### config.mk
export PLATFORM = sky130hd
export DESIGN_NAME = lsu_ctrl
export DESIGN_NICKNAME = d
export VERILOG_FILES = /design/src/rtl/lsu_pkg.sv /design/src/rtl/lsu_extend.sv /design/src/rtl/lsu_ctrl.sv
export SDC_FILE = /design/constraint.sdc
export NUM_CORES = 1
export LEC_CHECK = 0
export CORE_ASPECT_RATIO = 0.7
export CORE_UTILIZATION = 50
export CTS_CLUSTER_DIAMETER = 120
export DETAILED_ROUTE_END_ITERATION = 10
export MAX_ROUTING_LAYER = met4
export PLACE_DENSITY = 0.95
export SLEW_MARGIN = 20
export SYNTH_ARGS = -nofsm -noshare
export SYNTH_HDL_FRONTEND = slang
export SYNTH_SLANG_ARGS = --single-unit
### constraint.sdc
create_clock -name clk -period 10.1 [get_ports clk]
set_input_delay 2.02 -clock clk [delete_from_list [all_inputs] [get_ports clk]]
set_output_delay 2.02 -clock clk [all_outputs]
set_load 0.005 [all_outputs]
### src/rtl/lsu_pkg.sv
// rtl/lsu_pkg.sv - shared encodings, state enum and size helper for the load/store controller
// Purpose: memory width encodings (as driven on MemWidth), controller state
// encoding, and the width-to-byte-count helper used for split/fault decisions.
// Ports: none (package).
package lsu_pkg;

  localparam logic [1:0] MEM_B = 2'd0;
  localparam logic [1:0] MEM_H = 2'd1;
  localparam logic [1:0] MEM_W = 2'd2;
  localparam logic [1:0] MEM_D = 2'd3;

  typedef enum logic [1:0] {
    ST_IDLE   = 2'd0,
    ST_SINGLE = 2'd1,
    ST_SPLIT  = 2'd2,
    ST_RESP   = 2'd3
  } lsu_state_e;

  function automatic logic [3:0] size_bytes(input logic [1:0] width);
    return 4'd1 << width;
  endfunction

endpackage

### src/rtl/lsu_extend.sv
// rtl/lsu_extend.sv - sign/zero extension of 8/16/32/64-bit load data
// Purpose: combinational extension of the low 1/2/4/8 bytes of din to the full
// register width; shared with the writeback stage.
// Ports:
//   din          in  REG_WIDTH  raw data, low bytes meaningful
//   width        in  2          MEM_B/MEM_H/MEM_W/MEM_D
//   is_unsigned  in  1          1 = zero-extend, 0 = sign-extend
//   dout         out REG_WIDTH  extended data
module lsu_extend
  import lsu_pkg::*;
#(
  parameter int REG_WIDTH = 64
) (
  input  logic [REG_WIDTH-1:0] din,
  input  logic [1:0]           width,
  input  logic                 is_unsigned,
  output logic [REG_WIDTH-1:0] dout
);

  always_comb begin
    dout = din;
    case (width)
      MEM_B:   dout = {{(REG_WIDTH-8){~is_unsigned & din[7]}}, din[7:0]};
      MEM_H:   dout = {{(REG_WIDTH-16){~is_unsigned & din[15]}}, din[15:0]};
      MEM_W:   dout = {{(REG_WIDTH-32){~is_unsigned & din[31]}}, din[31:0]};
      default: dout = din;
    endcase
  end

endmodule

### src/rtl/lsu_ctrl.sv
// rtl/lsu_ctrl.sv - load/store controller between execute and data_mem
// Purpose: accepts one request at a time, issues a single aligned access or a
// sequence of byte accesses for misaligned requests, rejects out-of-range
// addresses without touching memory, and returns an extended load result.
// Ports:
//   clk, rst                       clock, asynchronous active-low reset
//   req_valid/req_ready            request handshake
//   req_write, req_width,
//   req_unsigned, req_addr,
//   req_wdata                      request fields
//   resp_valid, resp_rdata,
//   resp_fault, resp_split         one-cycle completion
//   MemRead, MemWrite, MemSign,
//   MemWidth, full_addr, wdata     data_mem control/data
//   rdata                          data_mem combinational read data
module lsu_ctrl
  import lsu_pkg::*;
#(
  parameter int REG_WIDTH  = 64,
  parameter int ADDR_WIDTH = 10
) (
  input  logic                 clk,
  input  logic                 rst,
  input  logic                 req_valid,
  output logic                 req_ready,
  input  logic                 req_write,
  input  logic [1:0]           req_width,
  input  logic                 req_unsigned,
  input  logic [REG_WIDTH-1:0] req_addr,
  input  logic [REG_WIDTH-1:0] req_wdata,
  output logic                 resp_valid,
  output logic [REG_WIDTH-1:0] resp_rdata,
  output logic                 resp_fault,
  output logic                 resp_split,
  output logic                 MemRead,
  output logic                 MemWrite,
  output logic                 MemSign,
  output logic [1:0]           MemWidth,
  output logic [REG_WIDTH-1:0] full_addr,
  output logic [REG_WIDTH-1:0] wdata,
  input  logic [REG_WIDTH-1:0] rdata
);

  localparam logic [1:0] IDLE   = ST_IDLE;
  localparam logic [1:0] SINGLE = ST_SINGLE;
  localparam logic [1:0] SPLIT  = ST_SPLIT;
  localparam logic [1:0] RESP   = ST_RESP;

  logic [1:0]           state;
  logic                 lat_write;
  logic                 lat_unsigned;
  logic                 lat_fault;
  logic                 lat_split;
  logic [1:0]           lat_width;
  logic [REG_WIDTH-1:0] lat_addr;
  logic [REG_WIDTH-1:0] lat_wdata;
  logic [REG_WIDTH-1:0] acc;
  logic [2:0]           idx;

  logic [3:0]           req_size;
  logic [ADDR_WIDTH:0]  req_end;
  logic                 req_fault;
  logic                 req_aligned;
  logic                 last_byte;
  logic [7:0]           split_byte;
  logic [REG_WIDTH-1:0] acc_ext;

  assign req_size = size_bytes(req_width);
  // One extra bit on the last-byte address catches accesses running off the top.
  assign req_end     = {1'b0, req_addr[ADDR_WIDTH-1:0]} + (ADDR_WIDTH+1)'(req_size - 4'd1);
  assign req_fault   = (req_addr[REG_WIDTH-1:ADDR_WIDTH] != '0) || req_end[ADDR_WIDTH];
  assign req_aligned = (req_addr[2:0] & 3'(req_size - 4'd1)) == 3'd0;
  assign last_byte   = {1'b0, idx} == (size_bytes(lat_width) - 4'd1);
  assign split_byte  = lat_wdata[{idx, 3'b000} +: 8];

  lsu_extend #(.REG_WIDTH(REG_WIDTH)) u_extend (
    .din         (acc),
    .width       (lat_width),
    .is_unsigned (lat_unsigned),
    .dout        (acc_ext)
  );

  always_ff @(posedge clk or negedge rst) begin
    if (!rst) begin
      state        <= IDLE;
      lat_write    <= 1'b0;
      lat_unsigned <= 1'b0;
      lat_fault    <= 1'b0;
      lat_split    <= 1'b0;
      lat_width    <= MEM_B;
      lat_addr     <= '0;
      lat_wdata    <= '0;
      acc          <= '0;
      idx          <= 3'd0;
    end else begin
      case (state)
        IDLE: begin
          if (req_valid) begin
            lat_write    <= req_write;
            lat_unsigned <= req_unsigned;
            lat_width    <= req_width;
            lat_addr     <= req_addr;
            lat_wdata    <= req_wdata;
            lat_fault    <= req_fault;
            lat_split    <= !req_fault && !req_aligned;
            // Cleared here so stores and faults respond with zero data.
            acc          <= '0;
            idx          <= 3'd0;
            if (req_fault)        state <= RESP;
            else if (req_aligned) state <= SINGLE;
            else                  state <= SPLIT;
          end
        end
        SINGLE: begin
          if (!lat_write) acc <= rdata;
          state <= RESP;
        end
        SPLIT: begin
          if (!lat_write) acc[{idx, 3'b000} +: 8] <= rdata[7:0];
          idx <= idx + 3'd1;
          if (last_byte) state <= RESP;
        end
        default: state <= IDLE;
      endcase
    end
  end

  always_comb begin
    req_ready  = (state == IDLE);
    resp_valid = (state == RESP);
    resp_rdata = resp_valid ? acc_ext : '0;
    resp_fault = resp_valid & lat_fault;
    resp_split = resp_valid & lat_split;
    MemRead    = 1'b0;
    MemWrite   = 1'b0;
    MemSign    = 1'b0;
    MemWidth   = MEM_B;
    full_addr  = '0;
    wdata      = '0;
    case (state)
      SINGLE: begin
        MemRead   = !lat_write;
        MemWrite  = lat_write;
        MemWidth  = lat_width;
        MemSign   = lat_unsigned;
        full_addr = lat_addr;
        wdata     = lat_wdata;
      end
      SPLIT: begin
        // Raw bytes are fetched zero-extended; extension happens once at RESP.
        MemRead   = !lat_write;
        MemWrite  = lat_write;
        MemWidth  = MEM_B;
        MemSign   = 1'b1;
        full_addr = lat_addr + REG_WIDTH'(idx);
        wdata     = REG_WIDTH'(split_byte);
      end
      default: ;
    endcase
  end

endmodule

Yosys cells after proc, flatten, opt, wreduce, memory -nomap -nowiden --
Index checks and enable logic that the tools add are counted.
Word-level totals: input port bits 199, output and inout bits 201, register bits after elaboration 203
Operators by class: shift-type cells 5, reduce and logical (&&, ||, !) cells 16, multiplexer cells 20, add/sub/neg operators 7, bitwise operators 7, equal/unequal tests 10
Operator list (number):
- $pmux W64 S3 | 2
- $mux W64 | 4
- $pmux W64 S2 | 2
- $add A64 B3 Y64 | 1
- $bwmux W64 | 1
- $shift A8 B8 Y64 const A | 1
- $shiftx A64 B7 Y8 | 1
- $shiftx A8 B8 Y64 | 1
- $reduce_bool A54 Y1 | 1
- $add A10 B11 Y11 | 1
- $mux W2 | 5
- $ne A2 B2 Y1 const B | 4
- $neg A6 Y8 | 1
- $shl A1 B2 Y4 const A | 2
- $eq A2 B2 Y1 const B | 3
- $pmux W2 S3 | 1
- $pmux W3 S2 | 1
- $reduce_and A2 Y1 | 3
- $and A1 B1 Y1 | 5
- $sub A4 B1 Y5 const B | 1
- $eq A2 B1 Y1 const B | 2
- $eq A3 B4 Y1 | 1
- $logic_not A2 Y1 | 2
- $reduce_and A4 Y1 | 1
- 15 further kinds | 18

Longest topological paths before layout --
word-level depth 8, depth in mapped cells 10, depth with buffers taken out 8

Cells and area by module --
From an unflattened synthesis, not the netlist that was laid out.
Unflattened totals: cells, all modules 1452, area, all modules 13734.4 um^2
Modules (own cells, without submodules):
- lsu_ctrl | area each 12881.1 um^2, seq. area each 5079.9 um^2, instances 1, cells each 1302
- lsu_extend | area each 853.3 um^2, seq. area each 0.0 um^2, instances 1, cells each 150

Worst setup path before layout --
Ideal clock, no wire load.
path type reg-to-output, start register idx[2], end output port full_addr[62], cell stages (with the launch flop) 8, slack 5.450 ns, arrival time 2.630 ns, cell sequence dfrtp_1 -> ha_1 -> a21oi_1 -> or4_1 -> or4b_1 -> buf_2 -> or4_1 -> o211ai_1
On the way: cells in the longest elaborated chain, start to end 2
RTL lines:
- start: declaration | line lsu_ctrl.sv:58 | logic [2:0] idx;
- start signal: assignment | line lsu_ctrl.sv:120 | idx <= idx + 3'd1;
- $add A64 B3 Y64 | line lsu_ctrl.sv:155 | full_addr = lat_addr + REG_WIDTH'(idx);
- $pmux W64 S2 | line lsu_ctrl.sv:140 | case (state)
- end: declaration | line lsu_ctrl.sv:39 | output logic [REG_WIDTH-1:0] full_addr,
Every way passes these cells.

Worst setup path in the final report --
start register idx[0], end output port full_addr[58]
The elaborated chain is that of the path after synthesis.

==> results.json <==
{
  "status": "finished clean",
  "worstHoldEndpoint": "acc[21]",
  "root_buffer": "clkbuf_16",
  "synthFlopType": "dfrtp_1",
  "r2r_slack_ns": 6.29,
  "cts_buffer_depth": 3,
  "cts_tree": "yes",
  "postSynthCellCount": 1383,
  "path_cells": "ha_1 -> fa_1 -> a21oi_1 -> or4_1 -> or4b_1 -> or3_2 -> o211ai_1 -> clkdlybuf4s50_1",
  "yosysTopAreaCellShare": 0.387,
  "hpwlAfterDp_mm": 34.6,
  "final_max_slew_viol_count": 0,
  "drive_gt1_frac": 0.170,
  "synth_top_family_by_area": "multiplexers",
  "cts_resized": 0,
  "holdWs_ns": 0.501,
  "tightest_slew_ns": 1.14,
  "drc": 0,
  "drt-pass1-iter-count": 5,
  "synth_fa_ha_area_frac": 0.0168,
  "ctsHoldBuffers": 0,
  "ys_top_cells_by_count": "mux2_2 (207), dfrtp_1 (203), nand2_1 (145)",
  "synth_top_area_cell": "dfrtp_1",
  "cts_sinks": 203,
  "rows": 49,
  "critPathCaptureType": "output port",
  "syn_area_um2": 13100,
  "synth-seq-cells": 203,
  "setup_tns_ns": 0,
  "synth-compound-area-share": 0.177,
  "ios": 400,
  "wl_per_cell_um": 24.2,
  "finalHoldViolCount": 0,
  "fillers": 1820,
  "slowest_stage": "dfrtp_2",
  "drt_wl_total_mm": 49.6,
  "place_ws_ns": 3.62,
  "rsz0062_at_grt": "false",
  "regToRegStartpoint": "idx[0]",
  "die_height_um": 138,
  "detail-route-antenna-nets": 0,
  "crit_fanout": 35,
  "worstRegToRegCells": 8,
  "core_um2": 25700,
  "nets": 1921,
  "cts_buffers": 22,
  "vias_per_cell": 6.52,
  "cp_data_arrival_time_ns": 4.75,
  "cp_num_buf_inv": 1,
  "cp-start-kind": "flip-flop",
  "relSlewSlack": 0.230,
  "grt_pass1_wl_mm": 74.4,
  "synth.most_common_cell": "mux2_2",
  "synthSimpleGateAreaFrac": 0.183,
  "clk_pin_slew_ns": 0.07,
  "synth_cell_types": 66,
  "grt_antenna_before_repair": 2,
  "required_ns": 8.08,
  "skew_ns": 0.0139,
  "finalWeightedCongestion": 0.945,
  "slowest_delay_ns": 0.92,
  "drtIter0Drc": 1202,
  "worst_slack_ns": 3.33,
  "fin_crit_ns": 6.77,
  "synth-xor-area-share": 0.00133,
  "power.density_nw_per_um2": 296,
  "synth.area.mux_share": 0.194,
  "min_path_type": "reg -> reg",
  "postCtsSetupBuffers": 0,
  "synth_edf_count": 0,
  "async_flop_share": 1.00,
  "p_leak_uw": 0.00712,
  "numPortBuffers": 399,
  "grt-ovfl-total": 0,
  "ys_warn_count": 0,
  "ys_seq_area_frac": 0.387,
  "grt_pass1_vias": 12700,
  "ys_top_cells_by_area": "dfrtp_1 (39%), mux2_2 (18%), o21ai_0 (4.7%), nand2_1 (4.1%), a22oi_1 (3.2%)",
  "insertion_delay_ns": 0.51,
  "final.period_utilization": 0.670,
  "die_x_um": 196,
  "cpLargestDelayFamily": "simple AND/OR/NAND/NOR gates",
  "finalSetupViolations": 0,
  "die-area_um2": 26900,
  "drv_cap": 0,
  "timing.fmax_ghz": 0.148,
  "worstHoldStart": "acc[21]",
  "hold-path-cell-count": 2,
  "vias": 13400,
  "track_usage": 0.367,
  "crit_type": "reg -> out",
  "htreeDepth": 1,
  "syn-mean-instance-area_um2": 9.49,
  "area_growth_pct": 37.3,
  "grt_max_degree": 87,
  "reg2reg_to": "acc[24]",
  "start_util": 0.510,
  "max-vdd-ir-drop_v": 0.000204
}
[cells by family (layout without fill, tap and decap cells)]
group,after synthesis,after routing
AOI/OAI and AO/OA,356,356
xor gates and xnor gates,2,2
adders and majority gates,17,17
buffers and inverters,137,472
DFF,203,203
muxes,218,218
other,1,6
and+or+nand+nor,449,449
[worst min-delay path, cell delays in order (launching register included)]
cell	delay [ns]
dfrtp_1	0.36
nand2_1	0.05
o21ai_0	0.06
[layout make-up]
type / instances / area (um^2) / share of cell area
multi-input combinational: 1046 / 7590 / 0.421
inverter: 18 / 67.6 / 0.00375
timing repair buffer: 414 / 4110 / 0.228
sequential: 203 / 5080 / 0.282
antenna: 2 / 5.00 / 0.000278
clock buffer: 35 / 681 / 0.0378
tap: 331 / 414 / 0.0230
clock inverter: 5 / 75.1 / 0.00417
[layer usage]
layer	up-vias	global-route usage	wire, um
met4	0	0.141	2100
li1	5851	-	-
met2	829	0.556	22300
met5	-	-	0
met1	6552	0.485	20200
met3	153	0.0766	5020
[cells in the final DEF (no fill, tap or decap), types with 7 or more instances in the layout]
| master | Yosys | layout |
|---|---|---|
| nand4_1 | 38 | 38 |
| o22ai_1 | 8 | 8 |
| a21o_1 | 8 | 8 |
| clkbuf_16 | 0 | 23 |
| or3_1 | 15 | 15 |
| o21ai_0 | 124 | 124 |
| a21oi_1 | 16 | 16 |
| nor2_1 | 20 | 20 |
| and3_1 | 62 | 62 |
| nand2_1 | 145 | 143 |
| buf_4 | 0 | 15 |
| nor3_1 | 15 | 14 |
| o311ai_0 | 8 | 8 |
| nor4_1 | 35 | 32 |
| a31oi_1 | 20 | 20 |
| inv_1 | 17 | 17 |
| clkbuf_8 | 1 | 7 |
| a22oi_1 | 56 | 56 |
| nand3_1 | 49 | 49 |
| ha_1 | 16 | 13 |
| o21a_1 | 33 | 33 |
| and2_1 | 20 | 18 |
| or4_1 | 16 | 16 |
| dfrtp_1 | 203 | 201 |
| mux2_2 | 207 | 207 |
| a22o_1 | 12 | 12 |
| clkdlybuf4s50_1 | 0 | 398 |
| a21boi_0 | 24 | 24 |
| o31ai_1 | 15 | 15 |
| mux4_2 | 8 | 8 |
| o211ai_1 | 17 | 17 |
[stage by stage]
| stage | util | area (um^2) | std cells | power (uW) |
|---|---|---|---|---|
| floorplan | - | 13100 | 1386 | 3120 |
| global placement | 0.670 | 17200 | 2012 | 4300 |
| detailed placement | 0.670 | 17300 | 2012 | 4400 |
| CTS | 0.699 | 18000 | 2052 | 5280 |
| global route | 0.700 | 18000 | 2054 | 5610 |
| finish | 0.700 | 18000 | 2054 | 5330 |
[worst max path at each step]
stage / from / to / slack [ns] / depth (start not counted)
6_report: idx[0] / full_addr[58] / 3.33 / 8
4_1_cts: idx[0] / full_addr[36] / 3.06 / 8
3_5_place_dp: idx[0] / full_addr[36] / 3.62 / 8
2_1_floorplan: idx[2] / full_addr[62] / 5.45 / 7
5_1_grt: idx[0] / full_addr[62] / 3.11 / 8
3_3_place_gp: idx[0] / full_addr[36] / 3.79 / 8
[power by group]
part | total (uW) | switching (uW) | internal (uW)
clock | 854 | 342 | 512
combinational | 2810 | 1410 | 1390
sequential | 1670 | 508 | 1170
[flip-flops by register name, summed over array words and instances, names as in the netlist]
name / count
lat_write: 1
acc: 64
lat_fault: 1
lat_split: 1
state: 2
lat_width: 2
lat_unsigned: 1
idx: 3
lat_addr: 64
lat_wdata: 64
Note: power is estimated with default switching activity, not from simulation.
